===== src/rtl/debounce_pkg.sv =====
`default_nettype none
// ============================================================================
// Module   : debounce_pkg
// Purpose  : Shared state encoding and default constants for input debounce
//            stages.
// Revision : 1.0 - initial release
// ============================================================================
package debounce_pkg;

  // Debounce FSM: two settled states plus one qualifying state per direction.
  typedef enum logic [1:0] {
    IDLE_LOW  = 2'd0,
    WAIT_HIGH = 2'd1,
    IDLE_HIGH = 2'd2,
    WAIT_LOW  = 2'd3
  } deb_state_t;

  localparam int DEB_STABLE_CYCLES = 4;
  localparam int DEB_CNT_W         = 8;

endpackage : debounce_pkg
`default_nettype wire


===== src/rtl/sync_2ff.sv =====
`default_nettype none
// ============================================================================
// Module   : sync_2ff
// Purpose  : Two-flop synchroniser for a single-bit input, synchronous
//            active-high reset to 0.
// Revision : 1.0 - initial release
// ============================================================================
module sync_2ff (
  input  logic clk,
  input  logic reset,
  input  logic d,
  output logic q
);

  logic s1_q;
  logic s2_q;

  // Shift the raw bit through two stages; only the second stage is used.
  always_ff @(posedge clk) begin
    if (reset) begin
      s1_q <= 1'b0;
      s2_q <= 1'b0;
    end else begin
      s1_q <= d;
      s2_q <= s1_q;
    end
  end

  assign q = s2_q;

endmodule : sync_2ff
`default_nettype wire


===== src/rtl/input_debounce_edge.sv =====
`default_nettype none
// ============================================================================
// Module   : input_debounce_edge
// Purpose  : Synchronises and debounces a single-bit input, producing a clean
//            level, one-cycle rise/fall pulses and a wrapping rise counter.
// Revision : 1.0 - initial release
// ============================================================================
module input_debounce_edge
  import debounce_pkg::*;
#(
  parameter int STABLE_CYCLES = DEB_STABLE_CYCLES,
  parameter int CNT_W         = DEB_CNT_W
) (
  input  logic             clk,
  input  logic             reset,
  input  logic             d_in,
  input  logic             count_clr,
  output logic             level,
  output logic             rise,
  output logic             fall,
  output logic [CNT_W-1:0] event_count
);

  localparam int             STAB_W     = $clog2(STABLE_CYCLES + 1);
  localparam logic [STAB_W-1:0] c_stab_one  = STAB_W'(1);
  localparam logic [STAB_W-1:0] c_stab_last = STAB_W'(STABLE_CYCLES - 1);
  localparam logic [CNT_W-1:0]  c_cnt_one   = CNT_W'(1);

  logic              sync_q;
  deb_state_t        state_q,    state_d;
  logic [STAB_W-1:0] stab_cnt_q, stab_cnt_d;
  logic              level_q,    level_d;
  logic              rise_q,     rise_d;
  logic              fall_q,     fall_d;
  logic [CNT_W-1:0]  count_q,    count_d;

  sync_2ff u_sync (
    .clk   (clk),
    .reset (reset),
    .d     (d_in),
    .q     (sync_q)
  );

  // Next-state logic. The synchronised bit is tested against explicit 1 and 0
  // so an unknown sample holds the current state instead of being taken as 0.
  always_comb begin
    state_d    = state_q;
    stab_cnt_d = stab_cnt_q;
    level_d    = level_q;
    rise_d     = 1'b0;
    fall_d     = 1'b0;

    case (state_q)
      IDLE_LOW: begin
        if (sync_q == 1'b1) begin
          state_d    = WAIT_HIGH;
          stab_cnt_d = c_stab_one;
        end
      end
      WAIT_HIGH: begin
        if (sync_q == 1'b0) begin
          // Glitch: drop back without touching level or pulses.
          state_d    = IDLE_LOW;
          stab_cnt_d = '0;
        end else if (sync_q == 1'b1) begin
          if (stab_cnt_q == c_stab_last) begin
            state_d    = IDLE_HIGH;
            stab_cnt_d = '0;
            level_d    = 1'b1;
            rise_d     = 1'b1;
          end else begin
            stab_cnt_d = stab_cnt_q + c_stab_one;
          end
        end
      end
      IDLE_HIGH: begin
        if (sync_q == 1'b0) begin
          state_d    = WAIT_LOW;
          stab_cnt_d = c_stab_one;
        end
      end
      WAIT_LOW: begin
        if (sync_q == 1'b1) begin
          state_d    = IDLE_HIGH;
          stab_cnt_d = '0;
        end else if (sync_q == 1'b0) begin
          if (stab_cnt_q == c_stab_last) begin
            state_d    = IDLE_LOW;
            stab_cnt_d = '0;
            level_d    = 1'b0;
            fall_d     = 1'b1;
          end else begin
            stab_cnt_d = stab_cnt_q + c_stab_one;
          end
        end
      end
      default: begin
        state_d    = IDLE_LOW;
        stab_cnt_d = '0;
      end
    endcase
  end

  // Rise counter: a clear wins over a coincident accepted rise.
  always_comb begin
    count_d = count_q;
    if (count_clr) begin
      count_d = '0;
    end else if (rise_d) begin
      count_d = count_q + c_cnt_one;
    end
  end

  // State, outputs and counter registers; reset overrides every input.
  always_ff @(posedge clk) begin
    if (reset) begin
      state_q    <= IDLE_LOW;
      stab_cnt_q <= '0;
      level_q    <= 1'b0;
      rise_q     <= 1'b0;
      fall_q     <= 1'b0;
      count_q    <= '0;
    end else begin
      state_q    <= state_d;
      stab_cnt_q <= stab_cnt_d;
      level_q    <= level_d;
      rise_q     <= rise_d;
      fall_q     <= fall_d;
      count_q    <= count_d;
    end
  end

  assign level       = level_q;
  assign rise        = rise_q;
  assign fall        = fall_q;
  assign event_count = count_q;

endmodule : input_debounce_edge
`default_nettype wire


===== config.mk =====
export PLATFORM = sky130hd
export DESIGN_NAME = input_debounce_edge
export DESIGN_NICKNAME = d
export VERILOG_FILES = /design/src/rtl/debounce_pkg.sv /design/src/rtl/sync_2ff.sv /design/src/rtl/input_debounce_edge.sv
export SDC_FILE = /design/constraint.sdc
export NUM_CORES = 1
export LEC_CHECK = 0
export ABC_AREA = 1
export CORE_UTILIZATION = 40
export CTS_BUF_LIST = sky130_fd_sc_hd__clkbuf_4
export DETAILED_ROUTE_END_ITERATION = 7
export GPL_ROUTABILITY_DRIVEN = 0
export SLEW_MARGIN = 20
export SYNTH_ARGS = -nofsm -noshare
export SYNTH_HDL_FRONTEND = slang
export SYNTH_SLANG_ARGS = --single-unit

===== constraint.sdc =====
create_clock -name clk -period 2.5 [get_ports clk]
set_input_delay 0.25 -clock clk [delete_from_list [all_inputs] [get_ports clk]]
set_output_delay 0.25 -clock clk [all_outputs]
set_load 0.03 [all_outputs]

==> metrics.log, run 1 <==
[metrics] number of CTS-inserted buffers: 3
[metrics] horizontal die dimension: ~46 um
[metrics] Area Growth Syn to Fin: 24.68%
[metrics] maximum fanout count along the critical path: 6
[metrics] number of fill cells: 180
[metrics] boundary pin count: 15
[metrics] Hold Path End: u_sync.q
[metrics] arrival time worst endpoint: 1.46 ns
[metrics] endpoint of the lowest-slack register-to-register path: event_count[6]
[metrics] number of buffers between clock root and the deepest sink: 2
[metrics] Hold Path Cell Cnt: 2
[metrics] Power Total: 0.0004496 W
[metrics] critical path start-end classification: reg -> out
[metrics] hold buffer count at cts: 0
[metrics] top post-synthesis cells by area: dfxtp_1 46%, nand2_1 13%, nor2_1 8.7%
[metrics] HP Start: u_sync.s1_q
[metrics] dpl cells: about 150
[metrics] number of iterations in the first detailed-routing pass: 5
[metrics] post-synthesis adder-cell area fraction: under 10%
[metrics] leakage power: 0.3624 nW
[metrics] number of antenna-violating nets in the routed design: 0
[metrics] clock-pin slew reported for the worst setup and hold paths after clock tree synthesis: 0.10 ns
[metrics] Slowest-stage cell, CP: clkdlybuf4s50_1
[metrics] combinational family with the most area after synthesis: simple AND/OR/NAND/NOR gates
[metrics] cell area after synthesis: 780.7 um2
[metrics] post-CTS sizing: 0
[metrics] cell type contributing the most total cell area after synthesis: dfxtp_1
[metrics] final core occ: 54.60%
[metrics] area of the die: approximately 2100 um2
[metrics] quantity of I/O buffers inserted on ports: 14
[metrics] Final Hold Violating Endpoints: 0
[metrics] Syn Inst Count: 107
[metrics] Global Route Usage Sum: 14.08%
[metrics] multiplexer share of the synthesized area: 0%
[metrics] list of cells traversed by the critical path: clkdlybuf4s50_1
[metrics] floorplan row count: 15
[metrics] share of cells above drive strength 1: 10.48%
[metrics] vias after detailed routing: around 660
[metrics] total clock sinks: 18
[metrics] worst setup path startpoint: event_count[2]
[metrics] unrepaired setup endpoints after global routing: no
[metrics] CTS HTree Levels: 1
[metrics] mean instance size in the synthesized netlist: 7.297 um2
[metrics] final std cells w/o fill: ~150
[metrics] DRC marker count from the first detailed-route iteration: 8
[metrics] run status: complete, no violations
[metrics] insertion delay to the later sink of the worst-skew pair: a little under 0.3 ns
[metrics] Max Fclk: 0.5859 GHz
[metrics] total detailed-routing wirelength: between 1000 and 1500 um
[metrics] Std-Cell Core Area: 1783 um2
[metrics] ANT cells: 0
[metrics] number of maximum-capacitance constraint violations: 0
[metrics] critical path's top delay family: buffers and inverters
[metrics] effective utilization at floorplan: 43.79%
[metrics] setup slack of the worst register-to-register path: 1.20 ns
[metrics] wire length of the first global-routing pass: about 2100 um
[metrics] count of endpoints failing setup in the final report: 0
[metrics] Seq/Total Area, Yosys: 46.15%
[metrics] number of warnings issued by yosys: 0
[metrics] final worst path period share: 68.27%
[metrics] fraction of the mapped netlist area in simple logic gates: 33.17%
[metrics] Worst EP required: 2.25 ns
[metrics] Clock Root Buffer: clkbuf_4
[metrics] drt via density: between 4 and 5
[metrics] Clock Skews: 0.009209 ns
[metrics] net count after synthesis: 113
[metrics] die outline height: about 46 um
[metrics] antenna violations before repair: 0
[metrics] path type of the worst min-delay path: reg -> reg
[metrics] critical path buffer and inverter count: 1
[metrics] mean routed wirelength per cell: 8.872 um
[metrics] count of state elements after synthesis: 18
[metrics] number of cells traversed by the worst register-to-register path: 8
[metrics] Sum Neg Setup Slack: 0 ns
[metrics] largest net degree at the start of global routing: 11
[metrics] Final Critical Period: around 1.7 ns
[metrics] clock tree from TritonCTS: built
[metrics] Power Density: about 460 nW/um2
[metrics] number of distinct standard cells referenced by the synthesized netlist: 18
[metrics] maximum ir drop on the vdd rail: 364.8 uV
[metrics] sum of net half-perimeters after detailed placement: 1012 um
[metrics] critical path launch point type: flop
[metrics] worst rel slew slack: 74.28%
[metrics] transition at the pin with the smallest max-transition slack: 0.3845 ns
[metrics] share of the synthesized area in the top cell type: between 40% and 50%
[metrics] compound-cell area share of the yosys netlist: 8.974%
[metrics] final global-route overflow total: 0
[metrics] net count of the finished layout: ~130
[metrics] count of pins over their slew limit: 0
[metrics] drt drc: 0
[metrics] RR Startpoint: stab_cnt_q[0]
[metrics] critical path's largest stage delay: 0.72 ns
[metrics] via count of the first global-routing pass: 515
[metrics] area share of xor/xnor cells in the synthesized design: roughly 1.1%
[metrics] # Post-CTS Setup Buffers: 0
[metrics] critical path endpoint category: primary output
## worst max path at each step
stage	cells past startpoint	endpoint	slack [ns]
CTS	1	event_count[2]	0.80
detailed placement	4	event_count[2]	0.95
global route	1	event_count[2]	0.74
global placement	4	event_count[2]	1.00
floorplan	6	event_count[6]	1.22
finish	1	event_count[2]	0.79
## kinds of logic after synthesis
group / count (synthesis)
and+or+nand+nor: 58
adders and majority gates: 2
buffers and inverters: 15
xor gates and xnor gates: 1
DFF: 18
AOI/OAI and AO/OA: 13
## area by class of cell
class	count	area, um2	share of cell area, %
sequential	18	360.3	37.02
tap	25	31.28	3.213
inverter	14	52.55	5.398
clock buffer	3	22.52	2.314
multi-input combinational	74	362.8	37.28
clock inverter	1	3.754	0.3856
timing repair buffer	14	140.1	14.40
## through the flow
stage	instance area [um2]	setup slack, ns	hold WS [ns]
floorplan	780.7	1.221	0.3570
global placement	947.2	1.000	0.3957
detailed placement	947.2	0.9481	0.3990
CTS	973.4	0.8010	0.4013
global route	973.4	0.7361	0.4272
finish	973.4	0.7932	0.3975
## layer usage
metal	up-vias	wire (um)	global-route usage [%]
met5	-	0	0
met4	0	15	5.294
met3	2	45	5.882
met2	13	532	21.69
met1	281	729	17.34
li1	368	-	-
## cell usage in the layout, fill, tap and decap left out, drive strengths merged
| cell | netlist | layout |
|---|---|---|
| nand2 | 29 | 29 |
| nor2 | 23 | 23 |
| dfxtp | 18 | 18 |
| clkdlybuf4s50 | 0 | 14 |
| inv | 14 | 14 |
| a21oi | 7 | 7 |
| nand3 | 5 | 5 |
| o21ai | 4 | 4 |
| clkbuf | 0 | 3 |
| a211oi | 2 | 2 |
| ha | 2 | 2 |
| nand4 | 1 | 1 |
| xnor2 | 1 | 1 |
| clkinv | 0 | 1 |
## synthesized netlist by cell type
cell	number
a211oi_1	2
a21oi_1	7
buf_2	1
dfxtp_1	18
ha_1	2
inv_1	11
inv_2	3
nand2_1	28
nand2_2	1
nand3_1	4
nand3_4	1
nand4_1	1
nor2_1	18
nor2_2	4
nor2_4	1
o21ai_0	3
o21ai_1	1
xnor2_1	1
## power by group
group | total [W] | internal (W) | switching [W]
Combinational | 0.0000178 | 0.00000783 | 0.00000996
Clock | 0.000140 | 0.0000579 | 0.0000822
Sequential | 0.000292 | 0.000289 | 0.00000227
## sequential cells by signal, indices dropped and copies added (netlist names), named ones only
register / count
event_count: 8
stab_cnt_q: 3
u_sync.q: 1
level: 1
fall: 1
rise: 1
state_q: 1
u_sync.s1_q: 1
(Power assumes the default switching activity.)
==> run 2, diff against run 1 <==
==> constraint.sdc (replaced) <==
create_clock -name clk -period 1.6 [get_ports clk]
set_input_delay 0.16 -clock clk [delete_from_list [all_inputs] [get_ports clk]]
set_output_delay 0.16 -clock clk [all_outputs]
set_load 0.03 [all_outputs]
==> run 2 against run 1 <==
Effect of this change: critical endpoint is now event_count[3]; largest power group unchanged; clock power grew 63%; via count grew 1.1%; final cell count grew 0.67%; power grew 59%; sequential power grew 56%; worst hold slack lost 0.019 ns; wire length grew 4.2%; non-clock buffer count grew 1; largest cell class unchanged; critical path depth is the same; highest routed layer unchanged; final area grew 1.5%; register-to-register slack lost 0.93 ns; clock skew shrank 0.0060 ns.
==> metrics.log, run 2 (synthesis results as in run 1) <==
[metrics] horizontal die dimension: 46.18 um (unchanged)
[metrics] arrival time worst endpoint: 1.37 ns (-0.09 ns)
[metrics] wire length of the first global-routing pass: 2242 um (+6.9%)
[metrics] Power Total: 0.0007150 W (+59%)
[metrics] most frequent cells in the layout: 28 x nand2_1, 18 x nor2_1, 18 x dfxtp_1
[metrics] HP Start: d_in
[metrics] critical path's top delay family: buffers and inverters
[metrics] Switch Pwr: 0.0001584 W (+68%)
[metrics] number of cells traversed by the worst register-to-register path: 8 (unchanged)
[metrics] worst rel slew slack: 70.88% (-3.4 points)
[metrics] critical path's largest stage delay: 0.69 ns (-0.03 ns)
[metrics] maximum fanout count along the critical path: 5 (-1)
[metrics] quantity of I/O buffers inserted on ports: 14 (unchanged)
[metrics] unrepaired setup endpoints after global routing: no
[metrics] most common cell after layout, fill and taps aside: nand2_1
[metrics] share of cells above drive strength 1: 11.20% (+0.72 points)
[metrics] Hold Path Cell Cnt: 3 (+1)
[metrics] transition at the pin with the smallest max-transition slack: 0.4352 ns (+0.05074 ns)
[metrics] number of antenna-violating nets in the routed design: 0 (unchanged)
[metrics] vias after detailed routing: 671 (+1.1%)
[metrics] Area Growth Syn to Fin: 26.60%
[metrics] Worst EP required: 1.44 ns (-0.81 ns)
[metrics] ANT cells: 0 (unchanged)
[metrics] count of endpoints failing setup in the final report: 0 (unchanged)
[metrics] maximum ir drop on the vdd rail: 566.7 uV (+55%)
[metrics] number of maximum-capacitance constraint violations: 0 (unchanged)
[metrics] DRC marker count from the first detailed-route iteration: 17 (+9)
[metrics] Final Critical Period: 1.526 ns
[metrics] run status: complete, no violations
[metrics] Power Density: 723.3 nW/um2 (+57%)
[metrics] number of CTS-inserted buffers: 3 (unchanged)
[metrics] hold slack final: 0.3786 ns (-0.01888 ns)
[metrics] critical path endpoint category: primary output
[metrics] boundary pin count: 15 (unchanged)
[metrics] drt drc: 0 (unchanged)
[metrics] floorplan row count: 15 (unchanged)
[metrics] internal portion of total power: 0.0005566 W (+57%)
[metrics] list of cells traversed by the critical path: clkdlybuf4s50_1
[metrics] final core occ: 55.44% (+0.84 points)
[metrics] final global-route overflow total: 0 (unchanged)
[metrics] number of fill cells: 172 (-4.4%)
[metrics] Clock power frac: 31.9% (+0.7 points)
[metrics] setup slack of the worst register-to-register path: 0.27 ns (-0.93 ns)
[metrics] Max Fclk: 0.6552 GHz
[metrics] clock-pin slew reported for the worst setup and hold paths after clock tree synthesis: 0.10 ns (about the same)
[metrics] area of the die: 2133 um2 (unchanged)
[metrics] Std-Cell Core Area: 1783 um2 (unchanged)
[metrics] CTS HTree Levels: 1 (unchanged)
[metrics] Global Route Usage Sum: 14.79% (+0.72 points)
[metrics] endpoint of the lowest-slack register-to-register path: level
[metrics] total detailed-routing wirelength: 1378 um (+4.2%)
[metrics] hold buffer count at cts: 0 (unchanged)
[metrics] final worst path period share: 95.39%
[metrics] clock tree from TritonCTS: built
[metrics] die outline height: 46.18 um (unchanged)
[metrics] mean routed wirelength per cell: 9.187 um (+3.5%)
[metrics] Slowest-stage cell, CP: clkdlybuf4s50_1
[metrics] number of iterations in the first detailed-routing pass: 4 (-1)
[metrics] part of the power in registers: 63.8% (-1.1 points)
[metrics] combinational power share: 4.3% (+0.3 points)
[metrics] post-CTS sizing: 0 (unchanged)
[metrics] largest net degree at the start of global routing: 11 (unchanged)
[metrics] Clock Skews: 0.003242 ns (-0.005967 ns)
[metrics] net count of the finished layout: 132 (+0.76%)
[metrics] Clock Root Buffer: clkbuf_4
[metrics] RR Startpoint: stab_cnt_q[0]
[metrics] sum of net half-perimeters after detailed placement: 1016 um (+0.37%)
[metrics] via count of the first global-routing pass: 535 (+3.9%)
[metrics] total clock sinks: 18 (unchanged)
[metrics] path type of the worst min-delay path: in -> reg
[metrics] critical path buffer and inverter count: 1 (unchanged)
[metrics] effective utilization at floorplan: 43.79% (unchanged)
[metrics] leakage power: 0.4235 nW (+17%)
[metrics] switching share of power: 22.16% (+1.1 points)
[metrics] # Post-CTS Setup Buffers: 0 (unchanged)
[metrics] critical path start-end classification: reg -> out
[metrics] drt via density: 4.473 (+0.38%)
[metrics] count of pins over their slew limit: 0 (unchanged)
[metrics] critical path launch point type: flop
[metrics] insertion delay to the later sink of the worst-skew pair: 0.28 ns (about the same)
[metrics] antenna violations before repair: 0 (unchanged)
[metrics] Final Hold Violating Endpoints: 0 (unchanged)
[metrics] Hold Path End: u_sync.s1_q
[metrics] max reg flops: 8 (unchanged)
[metrics] number of buffers between clock root and the deepest sink: 2 (unchanged)
[metrics] Sum Neg Setup Slack: 0 ns (unchanged)
[run 2: per-stage QoR]
| stage | cells | cell area, um2 | worst slack [ns] |
|---|---|---|---|
| detailed placement | 146 | 954.7 | 0.2751 |
| global route | 150 | 988.4 | 0.003783 |
| global placement | 146 | 954.7 | 0.2945 |
| floorplan | 107 | 780.7 | 0.3213 |
| finish | 150 | 988.4 | 0.07381 |
| CTS | 150 | 980.9 | 0.008530 |
[run 2: per-layer routing]
layer  track usage [%]  vias up  part of all wire (%)
met3             3.529        2                   5.0
met2             21.13       17                    39
li1                  -      370                     -
met1             21.33      282                    54
met5                 0        -                     0
met4             5.294        0                   1.1
[run 2: worst reg2reg max path, stage by stage, from the launching register on]
cell and delay [ns]:
dfxtp_1 0.37, ha_1 0.18, inv_1 0.05, nor2_2 0.15, nand2_1 0.12, nor2_1 0.14, nand2_1 0.08, nand3_1 0.06
o21ai_0 0.07
[run 2: area by class of cell]
type | instances | area [um2] | area share, %
multi-input combinational | 74 | 362.8 | 36.71
timing repair buffer | 15 | 155.1 | 15.70
inverter | 14 | 52.55 | 5.316
tap | 25 | 31.28 | 3.165
clock inverter | 1 | 3.754 | 0.3797
sequential | 18 | 360.3 | 36.46
clock buffer | 3 | 22.52 | 2.278
[run 2: power by group through the flow]
| stage | registers [W] | logic [W] | clock network [W] |
|---|---|---|---|
| 6_report | 0.000456 | 0.0000306 | 0.000228 |
| 2_1_floorplan | 0.000466 | 0.0000182 | 0 |
| 3_5_place_dp | 0.000466 | 0.0000305 | 0 |
| 4_1_cts | 0.000456 | 0.0000308 | 0.000237 |
| 3_3_place_gp | 0.000466 | 0.0000298 | 0 |
| 5_1_grt | 0.000457 | 0.0000354 | 0.000255 |
[run 2: how the worst max path moves through the flow]
stage / from / endpoint / depth (start not counted) / slack, ns
2_1_floorplan: event_count[0] / event_count[6] / 6 / 0.32
3_5_place_dp: reset / event_count[7] / 4 / 0.28
5_1_grt: event_count[3] / event_count[3] / 1 / 0.004
6_report: event_count[3] / event_count[3] / 1 / 0.07
4_1_cts: event_count[2] / event_count[2] / 1 / 0.009
3_3_place_gp: reset / event_count[7] / 4 / 0.29
==> run 3, diff against run 2 <==
--- a/config.mk
+++ b/config.mk
@@ -6,11 +6,14 @@
 export NUM_CORES = 1
 export LEC_CHECK = 0
 export ABC_AREA = 1
+export CORE_MARGIN = 8
 export CORE_UTILIZATION = 40
 export CTS_BUF_LIST = sky130_fd_sc_hd__clkbuf_4
+export CTS_CLUSTER_DIAMETER = 50
 export DETAILED_ROUTE_END_ITERATION = 7
 export GPL_ROUTABILITY_DRIVEN = 0
 export SLEW_MARGIN = 20
 export SYNTH_ARGS = -nofsm -noshare
 export SYNTH_HDL_FRONTEND = slang
+export SYNTH_HIERARCHICAL = 1
 export SYNTH_SLANG_ARGS = --single-unit
==> run 3 against run 2 <==
Effect of this change: sequential share of layout area down 0.092 points; via count down 2.1%; count of clock-buffer cells in the layout unchanged; setup slack worse by 0.0085 ns; combinational power about the same; wire length up 3.8%; synthesized area up 1.3%; sequential power about the same; largest power group unchanged; core utilization down 3.9 points; clock power up 2%; die area up 71%.
==> metrics.log, run 3 <==
[metrics] drt via density: 4.531 (+1.3%)
[metrics] number of maximum-capacitance constraint violations: 0 (unchanged)
[metrics] final global-route overflow total: 0 (unchanged)
[metrics] sum of net half-perimeters after detailed placement: 1116 um (+9.9%)
[metrics] horizontal die dimension: 60.46 um (+31%)
[metrics] count of pins over their slew limit: 0 (unchanged)
[metrics] arrival time worst endpoint: 1.37 ns (about the same)
[metrics] Clock Root Buffer: clkbuf_4
[metrics] CTS HTree Levels: 1 (unchanged)
[metrics] critical path start-end classification: reg -> out
[metrics] insertion delay to the later sink of the worst-skew pair: 0.30 ns (+0.02 ns)
[metrics] die outline height: 60.46 um (+31%)
[metrics] count of endpoints failing setup in the final report: 0 (unchanged)
[metrics] final std cells w/o fill: 145 (-3.3%)
[metrics] Global Route Usage Sum: 9.181% (-5.6 points)
[metrics] via count of the first global-routing pass: 587 (+9.7%)
[metrics] DRC marker count from the first detailed-route iteration: 11 (-6)
[metrics] share of the synthesized area in the top cell type: 45.57% (-0.58 points)
[metrics] unrepaired setup endpoints after global routing: no
[metrics] share of cells above drive strength 1: 8.475% (-2.7 points)
[metrics] Sum Neg Setup Slack: 0 ns (unchanged)
[metrics] number of CTS-inserted buffers: 3 (unchanged)
[metrics] critical path's top delay family: buffers and inverters
[metrics] max reg flops: 8 (unchanged)
[metrics] maximum fanout count along the critical path: 4 (-1)
[metrics] ANT cells: 0 (unchanged)
[metrics] critical path launch point type: flop
[metrics] number of distinct standard cells referenced by the synthesized netlist: 23 (+5)
[metrics] mean routed wirelength per cell: 9.869 um (+7.4%)
[metrics] hold buffer count at cts: 0 (unchanged)
[metrics] leakage power: 0.4701 nW (+11%)
[metrics] Final Critical Period: 1.535 ns (+0.008456 ns)
[metrics] list of cells traversed by the critical path: clkdlybuf4s50_1
[metrics] Post-synth EDFFs: 0 (unchanged)
[metrics] floorplan row count: 16 (+1)
[metrics] cell type contributing the most total cell area after synthesis: dfxtp_1
[metrics] dpl cells: 141 (-3.4%)
[metrics] largest net degree at the start of global routing: 11 (unchanged)
[metrics] Area Growth Syn to Fin: 25.32%
[metrics] Slowest-stage cell, CP: clkdlybuf4s50_1
[metrics] number of buffers between clock root and the deepest sink: 2 (unchanged)
[metrics] quantity of I/O buffers inserted on ports: 14 (unchanged)
[metrics] most frequent cells in the layout: 18 x nand2_1, 18 x dfxtp_1, 15 x inv_1, 15 x nor2_1, 11 x clkdlybuf4s50_1
[metrics] effective utilization at floorplan: 41.15% (-2.6 points)
[metrics] final worst path period share: 95.92% (+0.53 points)
[metrics] critical path's largest stage delay: 0.69 ns (about the same)
[metrics] clock-pin slew reported for the worst setup and hold paths after clock tree synthesis: 0.10 ns (about the same)
[metrics] top post-synthesis cells by area: dfxtp_1 46%, nand2_1 8.5%, inv_1 7.1%
[metrics] worst rel slew slack: 75.38% (+4.5 points)
[metrics] drt drc: 0 (unchanged)
[metrics] number of fill cells: 212 (+23%)
[metrics] cell area after synthesis: 790.8 um2 (+1.3%)
[metrics] net count after synthesis: 107 (-5.3%)
[metrics] number of iterations in the first detailed-routing pass: 4 (unchanged)
[metrics] leading post-synthesis cells by instance count: 18 x dfxtp_1, 18 x nand2_1, 15 x inv_1, 15 x nor2_1, 8 x a21oi_1
[metrics] transition at the pin with the smallest max-transition slack: 0.3681 ns (-0.06710 ns)
[metrics] boundary pin count: 15 (unchanged)
[metrics] net count of the finished layout: 125 (-5.3%)
[metrics] critical path buffer and inverter count: 1 (unchanged)
[metrics] Max Fclk: 0.6516 GHz (-0.55%)
[metrics] Power Density: 724.6 nW/um2 (+0.17%)
[metrics] async set-or-reset flop fraction in the synthesized netlist: 0% (unchanged)
[metrics] antenna violations before repair: 0 (unchanged)
[metrics] final core occ: 51.56% (-3.9 points)
[metrics] mean instance size in the synthesized netlist: 7.829 um2 (+7.3%)
[metrics] Clock Skews: 0.004921 ns (+0.001679 ns)
[metrics] path type of the worst min-delay path: in -> reg
[metrics] Worst EP required: 1.44 ns (about the same)
[metrics] wire length of the first global-routing pass: 2470 um (+10%)
[metrics] critical path endpoint category: primary output
[metrics] total detailed-routing wirelength: 1431 um (+3.8%)
[metrics] total clock sinks: 18 (unchanged)
[metrics] run status: complete, no violations
[metrics] dominant register cell in the synthesized netlist: dfxtp_1
[metrics] Final Hold Violating Endpoints: 0 (unchanged)
[metrics] number of warnings issued by yosys: 6 (+6)
[metrics] count of state elements after synthesis: 18 (unchanged)
[metrics] Std-Cell Core Area: 1922 um2 (+7.8%)
[metrics] Seq/Total Area, Yosys: 45.57% (-0.58 points)
[metrics] clock tree from TritonCTS: built
[metrics] Syn Inst Count: 101 (-5.6%)
[metrics] # Post-CTS Setup Buffers: 0 (unchanged)
[metrics] area of the die: 3655 um2 (+71%)
[metrics] vias after detailed routing: 657 (-2.1%)
[metrics] number of antenna-violating nets in the routed design: 0 (unchanged)
[metrics] maximum ir drop on the vdd rail: 447.0 uV (-21%)
## run 3: cell types whose count changed in the layout (fill, tap and decap cells not counted), sizes merged
cell / delta
nand2: -10
nor2: -5
nand3: +2
o21ai: +2
a211oi: -1
a21oi: +1
and3: +1
buf: -1
inv: +1
nand3b: +1
nor3: +1
xor2: +1
## run 3: cells by family after synthesis
| group | after synthesis | synth area share (%) |
|---|---|---|
| flip-flops | 18 | 45.57 |
| XOR/XNOR | 2 | 2.216 |
| AO/OA/AOI/OAI | 15 | 9.811 |
| adder cells (fa/ha/maj) | 2 | 3.164 |
| AND/OR/NAND/NOR | 48 | 31.17 |
| buffers and inverters | 16 | 8.069 |
## run 3: worst paths after layout
kind | start | to | slack [ns] | cells after the start
max | event_count[1] | event_count[1] | 0.07 | 1
min | d_in | u_sync/s1_q | 0.37 | 3
max reg2reg | stab_cnt_q[0] | event_count[2] | 0.30 | 6
min reg2reg | u_sync/s1_q | u_sync/q | 0.41 | 2
## run 3: power breakdown
| part | total, W | leakage (nW) | switching [W] | internal, W |
|---|---|---|---|---|
| Clock | 0.000232 | 0.0154 | 0.000141 | 0.0000910 |
| Sequential | 0.000456 | 0.146 | 0.00000347 | 0.000452 |
| Combinational | 0.0000303 | 0.309 | 0.0000169 | 0.0000134 |
| Total | 0.000718 | 0.470 | 0.000161 | 0.000557 |
## run 3: through the flow
step,setup WS [ns],hold slack [ns],cell area (um2),power [W]
after global routing,0.004819,0.3800,991.0,0.0007584
after floorplan,0.2903,0.2312,790.8,0.0004858
after CTS,0.01004,0.3663,983.4,0.0007339
final,0.06536,0.3721,991.0,0.0007180
after global placement,0.2938,0.3907,957.2,0.0004959
after detailed placement,0.2698,0.3983,957.2,0.0004966
## run 3: layout make-up
| cell class | instances | area (um2) | area share, % |
|---|---|---|---|
| Clock buffer | 3 | 22.52 | 2.273 |
| Clock inverter | 1 | 3.754 | 0.3788 |
| Inverter | 15 | 56.30 | 5.682 |
| Multi-Input combinational cell | 67 | 366.6 | 37.00 |
| Sequential cell | 18 | 360.3 | 36.36 |
| Tap cell | 27 | 33.78 | 3.409 |
| Timing Repair Buffer | 14 | 147.6 | 14.90 |
## run 3: repair_timing
item	in CTS	in global routing
gates resized for setup	0	3
hold endpoints to repair	0	0
setup endpoints to repair	0	3
## run 3: per-layer routing
| layer | vias to the layer above | track usage [%] | wire [um] |
|---|---|---|---|
| met5 | - | 0 | 0 |
| met4 | 0 | 7.973 | 51 |
| met3 | 6 | 2.331 | 80 |
| met2 | 13 | 13.41 | 600 |
| met1 | 281 | 10.88 | 698 |
| li1 | 357 | - | - |
